--- src/rtl/snake_pkg.sv ---
// Shared snake-game types: direction encoding, reset direction and reversal test.
package snake_pkg;

  typedef enum logic [1:0] {
    DIR_W = 2'b00,
    DIR_A = 2'b01,
    DIR_S = 2'b10,
    DIR_D = 2'b11
  } dir_t;

  localparam dir_t DIR_RESET = DIR_D;

  // W<->S and A<->D differ only in the upper bit.
  function automatic logic isOpposite(dir_t a, dir_t b);
    return (a ^ b) == 2'b10;
  endfunction

endpackage

--- src/rtl/snake_direction_control_if.sv ---
// Key/pause inputs and direction/move-pulse outputs of the direction controller.
interface snake_direction_control_if;

  logic            keyW;
  logic            keyA;
  logic            keyS;
  logic            keyD;
  logic            pause;
  snake_pkg::dir_t snakeDirection;
  logic            enable;

  modport master (
    output keyW, keyA, keyS, keyD, pause,
    input  snakeDirection, enable
  );

  modport slave (
    input  keyW, keyA, keyS, keyD, pause,
    output snakeDirection, enable
  );

endinterface

--- src/rtl/snake_tick_gen.sv ---
// Free-running move-tick counter with a registered one-cycle pulse; freezes while paused.
module snake_tick_gen #(
  parameter int unsigned TICK_CYCLES = 25_000_000
) (
  input  logic clk,
  input  logic reset,
  input  logic pause,
  output logic tick,
  output logic tick_c
);

  localparam int unsigned CNT_W = (TICK_CYCLES > 1) ? $clog2(TICK_CYCLES) : 1;
  localparam logic [CNT_W-1:0] LAST = CNT_W'(TICK_CYCLES - 1);

  logic [CNT_W-1:0] count;

  // High in the cycle whose closing edge raises the pulse.
  assign tick_c = !pause && (count == LAST);

  always_ff @(posedge clk or posedge reset) begin
    if (reset) begin
      count <= '0;
      tick  <= 1'b0;
    end else begin
      tick <= tick_c;
      if (tick_c) begin
        count <= '0;
      end else if (!pause) begin
        count <= count + CNT_W'(1);
      end
    end
  end

endmodule

--- src/rtl/snake_direction_control.sv ---
// Turns W/A/S/D key edges into a committed snake direction, blocking 180-degree reversals.
module snake_direction_control
  import snake_pkg::*;
#(
  parameter int unsigned TICK_CYCLES = 25_000_000
) (
  input logic                      clk,
  input logic                      reset,
  snake_direction_control_if.slave bus
);

  logic [3:0] keys;
  logic [3:0] prevKeys;
  logic [3:0] rise;
  logic       reqValid;
  logic       tick_c;
  dir_t       req;
  dir_t       refDir;
  dir_t       nextDir;

  snake_tick_gen #(.TICK_CYCLES(TICK_CYCLES)) u_tick (
    .clk    (clk),
    .reset  (reset),
    .pause  (bus.pause),
    .tick   (bus.enable),
    .tick_c (tick_c)
  );

  assign keys = {bus.keyW, bus.keyA, bus.keyS, bus.keyD};
  assign rise = keys & ~prevKeys;

  // Priority W > A > S > D among keys rising together.
  always_comb begin
    reqValid = |rise;
    req      = DIR_D;
    if (rise[3])      req = DIR_W;
    else if (rise[2]) req = DIR_A;
    else if (rise[1]) req = DIR_S;
  end

  // On a commit cycle the request is judged against the direction being committed.
  assign refDir = tick_c ? nextDir : bus.snakeDirection;

  always_ff @(posedge clk or posedge reset) begin
    if (reset) begin
      bus.snakeDirection <= DIR_RESET;
      nextDir            <= DIR_RESET;
      prevKeys           <= '0;
    end else begin
      prevKeys <= keys;
      if (tick_c) begin
        bus.snakeDirection <= nextDir;
      end
      if (reqValid && !isOpposite(req, refDir)) begin
        nextDir <= req;
      end
    end
  end

endmodule

--- src/flat_wrapper.sv ---
// flat-port wrapper written by rule: the top's interface ports become plain ports
module snake_direction_control_flat import snake_pkg::*;
#(
  parameter int unsigned TICK_CYCLES = 25_000_000
)
  (clk, reset, bus_keyW, bus_keyA, bus_keyS, bus_keyD, bus_pause, bus_snakeDirection, bus_enable);
  snake_direction_control_if bus_i ();
  input logic clk;
  input logic reset;
  input wire logic [$bits(bus_i.keyW)-1:0] bus_keyW;
  input wire logic [$bits(bus_i.keyA)-1:0] bus_keyA;
  input wire logic [$bits(bus_i.keyS)-1:0] bus_keyS;
  input wire logic [$bits(bus_i.keyD)-1:0] bus_keyD;
  input wire logic [$bits(bus_i.pause)-1:0] bus_pause;
  output wire logic [$bits(bus_i.snakeDirection)-1:0] bus_snakeDirection;
  output wire logic [$bits(bus_i.enable)-1:0] bus_enable;
  assign bus_i.keyW = bus_keyW;
  assign bus_i.keyA = bus_keyA;
  assign bus_i.keyS = bus_keyS;
  assign bus_i.keyD = bus_keyD;
  assign bus_i.pause = bus_pause;
  assign bus_snakeDirection = bus_i.snakeDirection;
  assign bus_enable = bus_i.enable;
  snake_direction_control #(.TICK_CYCLES(TICK_CYCLES)) u_core (.clk(clk), .reset(reset), .bus(bus_i));
endmodule
--- config.mk ---
export PLATFORM = sky130hd
export DESIGN_NAME = snake_direction_control_flat
export DESIGN_NICKNAME = d
export VERILOG_FILES = /design/src/rtl/snake_pkg.sv /design/src/rtl/snake_direction_control_if.sv /design/src/rtl/snake_tick_gen.sv /design/src/rtl/snake_direction_control.sv /design/src/flat_wrapper.sv
export SDC_FILE = /design/constraint.sdc
export NUM_CORES = 1
export LEC_CHECK = 0
export ABC_AREA = 1
export BUFFER_PORTS_ARGS = -buffer_cell sky130_fd_sc_hd__buf_2
export CORE_MARGIN = 4
export CORE_UTILIZATION = 40
export CTS_CLUSTER_DIAMETER = 100
export CTS_CLUSTER_SIZE = 40
export DETAILED_ROUTE_END_ITERATION = 7
export MAX_ROUTING_LAYER = met4
export SLEW_MARGIN = 20
export SYNTH_ARGS = -nofsm -noshare
export SYNTH_HDL_FRONTEND = slang
export SYNTH_SLANG_ARGS = --single-unit
--- constraint.sdc ---
create_clock -name clk -period 4.7 [get_ports clk]
set_input_delay 0.705 -clock clk [delete_from_list [all_inputs] [get_ports clk]]
set_output_delay 0.705 -clock clk [all_outputs]
set_load 0.03 [all_outputs]
After elaboration in Yosys (flattened, before gate mapping)

Index checks and enable logic that the tools add are counted.

Output and inout port bits: 3
Word-level logic and storage cells: 23
Bits of input ports: 7
Register bits after elaboration: 34

Add/sub/neg operators: 1
Reduce and logical (&&, ||, !) cells: 5
Bitwise logic cells: 3
Equality and inequality tests: 3
Muxes and demuxes: 6

Operators with widths:

| kind                                                             | number |
|---|---|
| 25-bit 2-to-1 mux                                                | 2 |
| 25-bit by 1-bit adder with 25-bit output (second input constant) | 1 |
| 25-bit equality test (second input constant)                     | 1 |
| 2-bit 2-to-1 mux                                                 | 3 |
| 4-bit AND                                                        | 1 |
| 4-bit inverter                                                   | 1 |
| 4-bit OR reduction                                               | 1 |
| 2-bit equality test (second input constant)                      | 1 |
| 1-bit logical AND                                                | 2 |
| 1-bit logical NOT                                                | 2 |
| 2-bit by 1-bit != test with 1-bit output (second input constant) | 1 |
| 2-bit bitwise XOR                                                | 1 |
| 1-bit 2-to-1 mux                                                 | 1 |

Longest topological paths before layout

Gate-level depths: netlist (run 1).

Depth in word-level cells: 9
Mapped depth: 14
Gate-level depth less buffers: 13

By module

From an unflattened synthesis (run 1), not the netlist that was laid out.

Cell total of the unflattened synthesis: 287
Area total of the unflattened synthesis: 2052.0 um^2

Modules (own cells, without submodules):

| module                  | cells an instance | times used | area each (um^2) | seq. area each (um^2) |
|---|---|---|---|---|
| snake_tick_gen          | 242               | 1          | 1669.1           | 650.6 |
| snake_direction_control | 45                | 1          | 382.9            | 205.2 |

Least setup slack after synthesis (run 1)

No wires, ideal clock.

Kind: input to register
Start: input bus_pause
End: register u_core.nextDir[0]
Path buffers: 1
Stages: 14
Arrival time: 1691 ps
Slack: 2948 ps
Data required time: 4639 ps
Setup time: 61 ps
Cells stage by stage: inv_2 > nand2_1 > nor2_1 > nand2_1 > nor2_2 > nand2_2 > buf_6 > nand2_4 > nand3_2 > nand2_2 > nand2_2 > nand2_2 > nand2_1 > nand2_1

Cells in the longest elaborated chain, start to end: 7

RTL lines:

| what                 | line                          | text |
|---|---|---|
| start, declared      | flat_wrapper.sv:14            | `input wire logic [$bits(bus_i.pause)-1:0] bus_pause;` |
| 1-bit logical NOT    | --                            |  |
| 1-bit logical AND    | snake_tick_gen.sv:18          | `assign tick_c = !pause && (count == LAST);` |
| 2-bit 2-to-1 mux     | --                            |  |
| 2-bit bitwise XOR    | snake_pkg.sv:15               | `return (a ^ b) == 2'b10;` |
| 2-bit equality test  | snake_pkg.sv:15               |  |
| 1-bit logical NOT    | snake_direction_control.sv:54 | `if (reqValid && !isOpposite(req, refDir)) begin` |
| 1-bit logical AND    | snake_direction_control.sv:54 |  |
| end signal, assigned | snake_direction_control.sv:55 | `nextDir <= req;` |
| end, declared        | snake_direction_control.sv:19 | `dir_t nextDir;` |

Every way passes these cells.
A chain may end at the register's enable or synchronous reset.

Worst setup path after layout (run 1)

Start: input bus_pause
End: register u_core.nextDir[1]

The elaborated chain is that of the path after synthesis.

==> impl_results.md, run 1 <==
- Status: finished, final reports clean
- Core footprint: 4500 um2
- Final cell count without fillers: 324
- Rel. slew slack: 63.6%
- Worst hold margin: 0.477 ns
- Port bufs: 9
- DR pass1 iterations: 4
- Fin crit share: 41.9%
- H-tree levels: 2
- CTS resizes: 0
- Via count: 1577
- R2r startpoint: u_core.u_tick.count[0]
- Number of diodes: 0
- WHS Path Cells: 2
- Switching power: 0.240 mW
- Hold path endpoint: u_core.nextDir[0]
- Mapped Area: 1930 um2
- Synth Net Count: 264
- Total gr overflow: 0
- P per Cell Area: 361 nW/um2
- Vias in the first global route: 1444
- Critical Path End Type: flop
- Setup TNS: 0 ns
- Num CTS Buffers: 5
- Final GP Congestion: 0.965
- RSZ-0062 raised after global routing: false
- Seq/Total Area, Yosys: 44.4%
- Pwr Total: 0.774 mW
- Initial DRC count: 117
- Syn_area_per_cell: 7.53 um2
- Root buffer cell: clkbuf_8
- Nets: 279
- Die Span Y: 77.4 um
- Post-Layout Inst Area: 2140 um2
- Clock sinks: 34
- Final Hold Fails: 0
- Final core occ: 47.5%
- HPWL Detailed: 2890 um
- Post-placement cell area: 2030 um2
- Crit Path Max Fanout: 16
- Clock skew: 0.00374 ns
- WP data required: 4.93 ns
- Placed insts: 316
- Worst Setup Path Type: in2reg
- Synth top area share: 38.9%
- DIE AREA: 6000 um2
- Post-synth cell types: 30
- Wire per inst: 11.6 um
- Sequential share of power: 48.0%
- Reg2reg path depth: 13
- Crit Reg-Reg Endpoint: u_core.nextDir[1]
- Worst skew pair latency: 0.28 ns
- Total Routing Usage GR: 14.1%
- Hold_sp: u_core.nextDir[0]
- Setup violations, final: 0
- Min-delay worst type: reg2reg
- DR DRC count: 0
- Synth warnings: 0
- Via/cell ratio: 4.87
- Largest net degree at the start of global routing: 35
- Top Ports: 10
- Worst IR drop on VDD: 0.218 mV
- Area Growth Syn to Fin: 11.0%
- Antenna-violating nets left: 0
- Final WL: 3760 um
- Initial antenna violation count: 0
- Post-CTS setup buffers: 0
- Comb power frac: 19.8%
- Worst slack at placement: 2.45 ns
- Dominant cell type by area after synthesis: dfrtp_1
- Final Max Slew Viols: 0
- Sw frac: 31.0%
- # rows: 24
- Post-Syn Instances: 256
- Worst Max-Slew Pin Slew: 0.541 ns
- Initial Utilization: 42.8%
- CTS Hold Bufs: 0
- Final WS setup: 2.73 ns
- R2r setup slk: 2.87 ns
- Period minus WS final: 1.97 ns
- Crit start category: input pin
- Leak pwr: 1.13 nW
- Clock power frac: 32.1%
- Int Power: 0.534 mW
- Reg clk slew, reported paths: 0.07 ns
- Share of layout cells above drive strength 1: 17.3%
- Top post-synthesis cells by area: dfrtp_1 (39%), nand2_1 (11%), inv_1 (8.8%), dfstp_2 (5.5%), nand3_1 (5.2%)
- F_max: 508 MHz
- Chip width: 77.4 um
- Worst path arrival time: 2.20 ns
- TritonCTS clock tree: done
- Seq cells post-synth: 34
- Clk buf depth: 2
- Maximum capacitance violations: 0
- First-pass GRT wire length: 6670 um
routing by layer:
layer / track usage [%] / vias up / wire length [um] / part of all wire [%]
met5: - / - / 0 / 0
met4: 5.52 / 0 / 76 / 2.0
met3: 3.13 / 8 / 227 / 6.0
met2: 20.8 / 40 / 1560 / 42
met1: 19.0 / 694 / 1890 / 50
li1: - / 835 / - / -
cell usage in the layout (no fill, tap or decap), types with 2 or more instances in the layout:
master    count
o21ai_0      11
nor2_1       22
nor4_1        5
nand2_2       6
nor2_4        3
o21ai_1       2
nor3_1        6
nand2_1      58
dfstp_2       4
a21oi_1       6
nand3_1      20
nand4_1       6
a31oi_1       2
inv_1        45
nor3_2        2
xor2_1        6
nand3_2       2
dfrtp_1      30
nor2_2        3
inv_2         7
buf_2         9
clkbuf_8      8
synthesized netlist by cell type, drive strengths merged:
| library cell | number |
|---|---|
| nand3 | 22 |
| a31oi | 2 |
| a21oi | 6 |
| a211oi | 1 |
| ha | 1 |
| nand3b | 1 |
| dfstp | 4 |
| buf | 1 |
| o21ai | 13 |
| nor3b | 1 |
| nand2 | 65 |
| clkbuf | 1 |
| nor4 | 5 |
| inv | 52 |
| o22ai | 1 |
| nor3 | 8 |
| nand4 | 7 |
| dfrtp | 30 |
| o21a | 1 |
| nor2 | 28 |
| xor2 | 6 |
state kept, by name, summed over array words and instances, names as in the netlist:
| register | count |
|---|---|
| u_core.u_tick.tick | 1 |
| u_core.u_tick.count | 25 |
| u_core.nextDir | 2 |
| u_core.prevKeys | 4 |
| u_core.bus.snakeDirection | 2 |
cell type report:
class                           count  area, um2
Clock buffer                        8        110
Inverter                           52        195
Tap cell                           52       65.1
Fill cell                         438       2360
Timing Repair Buffer               10       52.6
Sequential cell                    34        856
Multi-Input combinational cell    168        862
worst max-delay path, stage by stage:
cell and delay [ns]:
buf_2 0.12, inv_2 0.21, nand2_1 0.09, nor2_1 0.14, nand2_1 0.09, nor2_2 0.14, nand2_2 0.19, nand2_1 0.13
nand3_1 0.07, nand2_1 0.09, nand2_2 0.07, nand2_2 0.06, nand2_1 0.05, nand2_1 0.05
logic make-up after synthesis:
kind of cell             count (synthesis)  share of synthesized area, %
AO/OA/AOI/OAI                           24                          6.68
adder cells (fa/ha/maj)                  1                         0.649
buffers and inverters                   54                          10.9
flip-flops                              34                          44.4
AND/OR/NAND/NOR                        137                          34.7
XOR/XNOR                                 6                          2.73
worst max path at each step:
stage                         start                 to  slack [ns]  cells past startpoint
after floorplan           bus_pause  u_core.nextDir[0]        2.95                     14
after global placement    bus_pause  u_core.nextDir[0]        2.51                     14
after detailed placement  bus_pause  u_core.nextDir[1]        2.45                     14
after CTS                 bus_pause  u_core.nextDir[1]        2.74                     14
after global routing      bus_pause  u_core.nextDir[0]        2.53                     14
final                     bus_pause  u_core.nextDir[1]        2.73                     14
power groups by stage:
stage | clock network, mW | logic [mW] | registers, mW
floorplan | 0 | 0.125 | 0.369
global placement | 0 | 0.155 | 0.377
detailed placement | 0 | 0.155 | 0.376
CTS | 0.260 | 0.156 | 0.371
global route | 0.270 | 0.180 | 0.377
finish | 0.249 | 0.153 | 0.372
Note: power is estimated with default switching activity, not from simulation.
==> run 2: changes to the inputs <==
--- a/config.mk
+++ b/config.mk
@@ -5,7 +5,7 @@
 export SDC_FILE = /design/constraint.sdc
 export NUM_CORES = 1
 export LEC_CHECK = 0
-export ABC_AREA = 1
+export ABC_AREA = 0
 export BUFFER_PORTS_ARGS = -buffer_cell sky130_fd_sc_hd__buf_2
 export CORE_MARGIN = 4
 export CORE_UTILIZATION = 40
==> constraint.sdc (replaced) <==
create_clock -name clk -period 1.9 [get_ports clk]
set_input_delay 0.285 -clock clk [delete_from_list [all_inputs] [get_ports clk]]
set_output_delay 0.285 -clock clk [all_outputs]
set_load 0.03 [all_outputs]
==> impl_results.md, run 2 <==
- Final Hold Fails: 0 (unchanged)
- Crit Path Max Fanout: 5 (was 16)
- Metal1 wirelength: 1620 um (was 1890 um)
- Fillers: 316 (was 438)
- Reg clk slew, reported paths: 0.07 ns (about the same)
- Port bufs: 9 (unchanged)
- Setup TNS: -6.78 ns (was 0 ns)
- Num CTS Buffers: 5 (unchanged)
- Crit start category: flop (was input pin)
- H-tree levels: 2 (unchanged)
- CP delay by family, top: simple AND/OR/NAND/NOR gates (unchanged)
- Period minus WS final: 2.36 ns
- Area Growth Syn to Fin: 47.3% (was 11.0%)
- Synth top area share: 44.8% (was 38.9%)
- Seq cells post-synth: 34 (unchanged)
- Dominant cell type by area after synthesis: dfrtp_1 (unchanged)
- Largest stage delay, worst path: 0.57 ns (was 0.21 ns)
- Met2 WL: 2130 um (was 1560 um)
- Top Ports: 10 (unchanged)
- Multi-input gate area: 913 um2 (was 862 um2)
- Initial antenna violation count: 0 (unchanged)
- # rows: 23 (was 24)
- Via/cell ratio: 5.10 (was 4.87)
- Leading post-synthesis cells by instance count: dfrtp_1 (30), nor2_1 (20), nand2_1 (12), xor2_1 (12) (was nand2_1 (58), inv_1 (45), dfrtp_1 (30), nor2_1 (22), nand3_1 (20))
- Clock skew: 0.00803 ns (was 0.00374 ns)
- Commonest non-fill, non-tap cells in the layout: buf_4 (50), dfrtp_1 (30), nor2_1 (16) (was nand2_1 (58), inv_1 (45), dfrtp_1 (30))
- Xor-xnor portion of the synthesized cell area: 11.5% (was 2.73%)
- Initial Utilization: 41.6% (was 42.8%)
- Die Span Y: 72.7 um (was 77.4 um)
- Crit path max-delay cell type: or4_1 (was inv_2)
- Syn_area_per_cell: 10.5 um2 (was 7.53 um2)
- Initial DRC count: 66 (was 117)
- Final GP Congestion: 0.819 (was 0.965)
- Most common cell in the netlist: dfrtp_1 (was nand2_1)
- DR pass1 iterations: 4 (unchanged)
- Wire per inst: 14.2 um (was 11.6 um)
- Synth Area in Simple Gates: 27.5% (was 34.7%)
- R2r startpoint: u_core.u_tick.count[6] (was u_core.u_tick.count[0])
- Buf+Inv Stages, Crit Path: 0 (was 2)
- HPWL Detailed: 2680 um (was 2890 um)
- Nets: 241 (was 279)
- DR DRC count: 0 (unchanged)
- Top reg by flops: u_core.u_tick.count (unchanged)
- Seq/Total Area, Yosys: 51.0% (was 44.4%)
- Worst Setup SP: u_core.u_tick.count[6] (was bus_pause)
- Via count: 1447 (was 1577)
- Clock sinks: 34 (unchanged)
- Antenna-violating nets left: 0 (unchanged)
- P per Cell Area: 740 nW/um2 (was 361 nW/um2)
- Worst Max-Slew Pin Slew: 0.561 ns (was 0.541 ns)
- Core footprint: 4030 um2 (was 4500 um2)
- Worst IR drop on VDD: 0.365 mV (was 0.218 mV)
- Min-delay worst type: in2async (was reg2reg)
- Number of diodes: 0 (unchanged)
- Chip width: 72.7 um (was 77.4 um)
- Max reg flops: 25 (unchanged)
- CP Cell Sequence: nor4_1 > nand3_1 > or4_1 > o2111a_2 > o31ai_4 > mux2i_1 (was buf_2 > inv_2 > nand2_1 > nor2_1 > nand2_1 > nor2_2 > nand2_2 > nand2_1 > nand3_1 > nand2_1 > nand2_2 > nand2_2 > nand2_1 > nand2_1)
- Final core occ: 61.3% (was 47.5%)
- Post-synth EDFFs: 0 (unchanged)
- Root buffer cell: clkbuf_8 (unchanged)
- Post-synth ARST share: 100% (unchanged)
- Main combinational cell family by area after synthesis: simple AND/OR/NAND/NOR gates (unchanged)
- Post-synth cell types: 39 (was 30)
- Post-synth top flop: dfrtp_1 (unchanged)
- R2r setup slk: -0.46 ns (was 2.87 ns)
- Total gr overflow: 0 (unchanged)
- Sequential cell area: 856 um2 (unchanged)
- Top post-synthesis cells by area: dfrtp_1 (45%), dfstp_2 (6.3%), xor2_1 (6.3%), xnor2_1 (5.2%), nor2_1 (4.5%) (was dfrtp_1 (39%), nand2_1 (11%), inv_1 (8.8%), dfstp_2 (5.5%), nand3_1 (5.2%))
- Final WS setup: -0.457 ns (was 2.73 ns)
- Largest net degree at the start of global routing: 35 (unchanged)
- Worst Setup Path Type: reg2reg (was in2reg)
- CTS Hold Bufs: 0 (unchanged)
- Synth Net Count: 168 (was 264)
- Vias in the first global route: 1493 (was 1444)
- Largest registers: u_core.u_tick.count (25), u_core.prevKeys (4) (unchanged)
- Total Routing Usage GR: 17.0% (was 14.1%)
- F_max: 424 MHz
- TritonCTS clock tree: done (unchanged)
- Rel. slew slack: 62.3% (was 63.6%)
- Top Layer Used: met4 (unchanged)
- Proportion of synthesized area in mux cells: 2.54% (was 0%)
- Mapped Area: 1680 um2 (was 1930 um2)
- Setup violations, final: 24 (was 0)
- Adder-Cell Fraction of Synth Area: 0.746% (was 0.649%)
- Pwr Total: 1.83 mW (was 0.774 mW)
- Synth Area in Compound Gates: 5.37% (was 6.68%)
- Maximum capacitance violations: 0 (unchanged)
- Status: complete, but fails checks (was finished, final reports clean)
- WP data required: 2.12 ns (was 4.93 ns)
- Fin crit share: 124%
- Final WL: 4030 um (was 3760 um)
- Share of layout cells above drive strength 1: 44.4% (was 17.3%)
- First-pass GRT wire length: 6640 um (was 6670 um)
- Failing checks: setup timing
- Worst path arrival time: 2.58 ns (was 2.20 ns)
- DIE AREA: 5290 um2 (was 6000 um2)
- Met3 WL: 171 um (was 227 um)
- RSZ-0062 raised after global routing: true (was false)
- Synth warnings: 0 (unchanged)
- Leak pwr: 1.19 nW (was 1.13 nW)
- Critical Path End Type: flop (unchanged)
- Commonest non-fill, non-tap cell in the layout: buf_4 (was nand2_1)
- Final Max Slew Viols: 0 (unchanged)
- Post-Syn Instances: 160 (was 256)
- Clk buf depth: 2 (unchanged)
- Worst skew pair latency: 0.29 ns (was 0.28 ns)
-- run 2: cell types whose count changed in the layout (fill, tap and decap cells not counted), sizes merged, moves of 6 or more --
cell and change:
buf +57, nand2 -53, inv -47, nand3 -12
xnor2 +10, o21ai -9, nor2 -7, xor2 +6
-- run 2: area by class of cell --
type / count / share of cell area (%)
inverters: 5 / 0.760
well taps: 50 / 2.53
multi-input cells: 120 / 37.0
clock inverters: 3 / 1.62
repair buffers: 67 / 20.7
flip-flops and latches: 34 / 34.7
clock buffers: 5 / 2.79
-- run 2: per-layer routing --
layer	track usage [%]	vias up
li1	-	707
met1	19.0	697
met2	29.1	31
met3	4.55	12
met4	6.35	0
met5	-	-
-- run 2: timing repair --
| action | in CTS | in global routing |
|---|---|---|
| buffers inserted | 7 | 8 |
| pin swaps | 3 | 14 |
| resized for setup | 18 | 16 |
| endpoints found under the setup margin | 19 | 25 |
| cloned | 1 | 0 |
-- run 2: cells by family (layout without fill, tap and decap cells) --
kind of cell	count (synthesis)	in the layout
AND/OR/NAND/NOR	82	82
flip-flops	34	34
XOR/XNOR	22	22
AO/OA/AOI/OAI	11	11
buffers and inverters	6	80
multiplexers	4	4
adder cells (fa/ha/maj)	1	1
-- run 2: power breakdown --
part / leakage [nW] / switching, mW / internal, mW
Sequential: 0.442 / 0.0555 / 0.793
Combinational: 0.692 / 0.138 / 0.185
Clock: 0.0579 / 0.270 / 0.386
Total: 1.19 / 0.463 / 1.36
-- run 2: final timing paths --
path,endpoint,cells past startpoint
worst max-delay path,u_core.nextDir[0],6
worst min-delay path,u_core.prevKeys[2],3
worst max register to register,u_core.nextDir[0],6
worst min register to register,u_core.nextDir[1],2
max in group asynchronous,u_core.nextDir[0],3
min in group clk,u_core.prevKeys[3],1
-- run 2: per-stage QoR --
step	area [um2]	setup WS (ns)	hold WS [ns]	std cells
after global placement	2120	-0.435	0.393	262
after global routing	2470	-0.530	0.0961	284
after floorplan	1690	-0.433	0.316	160
after detailed placement	2120	-0.528	0.409	262
final	2470	-0.457	0.0780	284
after CTS	2350	-0.513	0.0940	278
-- run 2: worst register-to-register path, stage by stage (launching register included) --
cell	delay (ns)
dfrtp_1	0.39
nor4_1	0.41
nand3_1	0.30
or4_1	0.57
o2111a_2	0.20
o31ai_4	0.21
mux2i_1	0.21
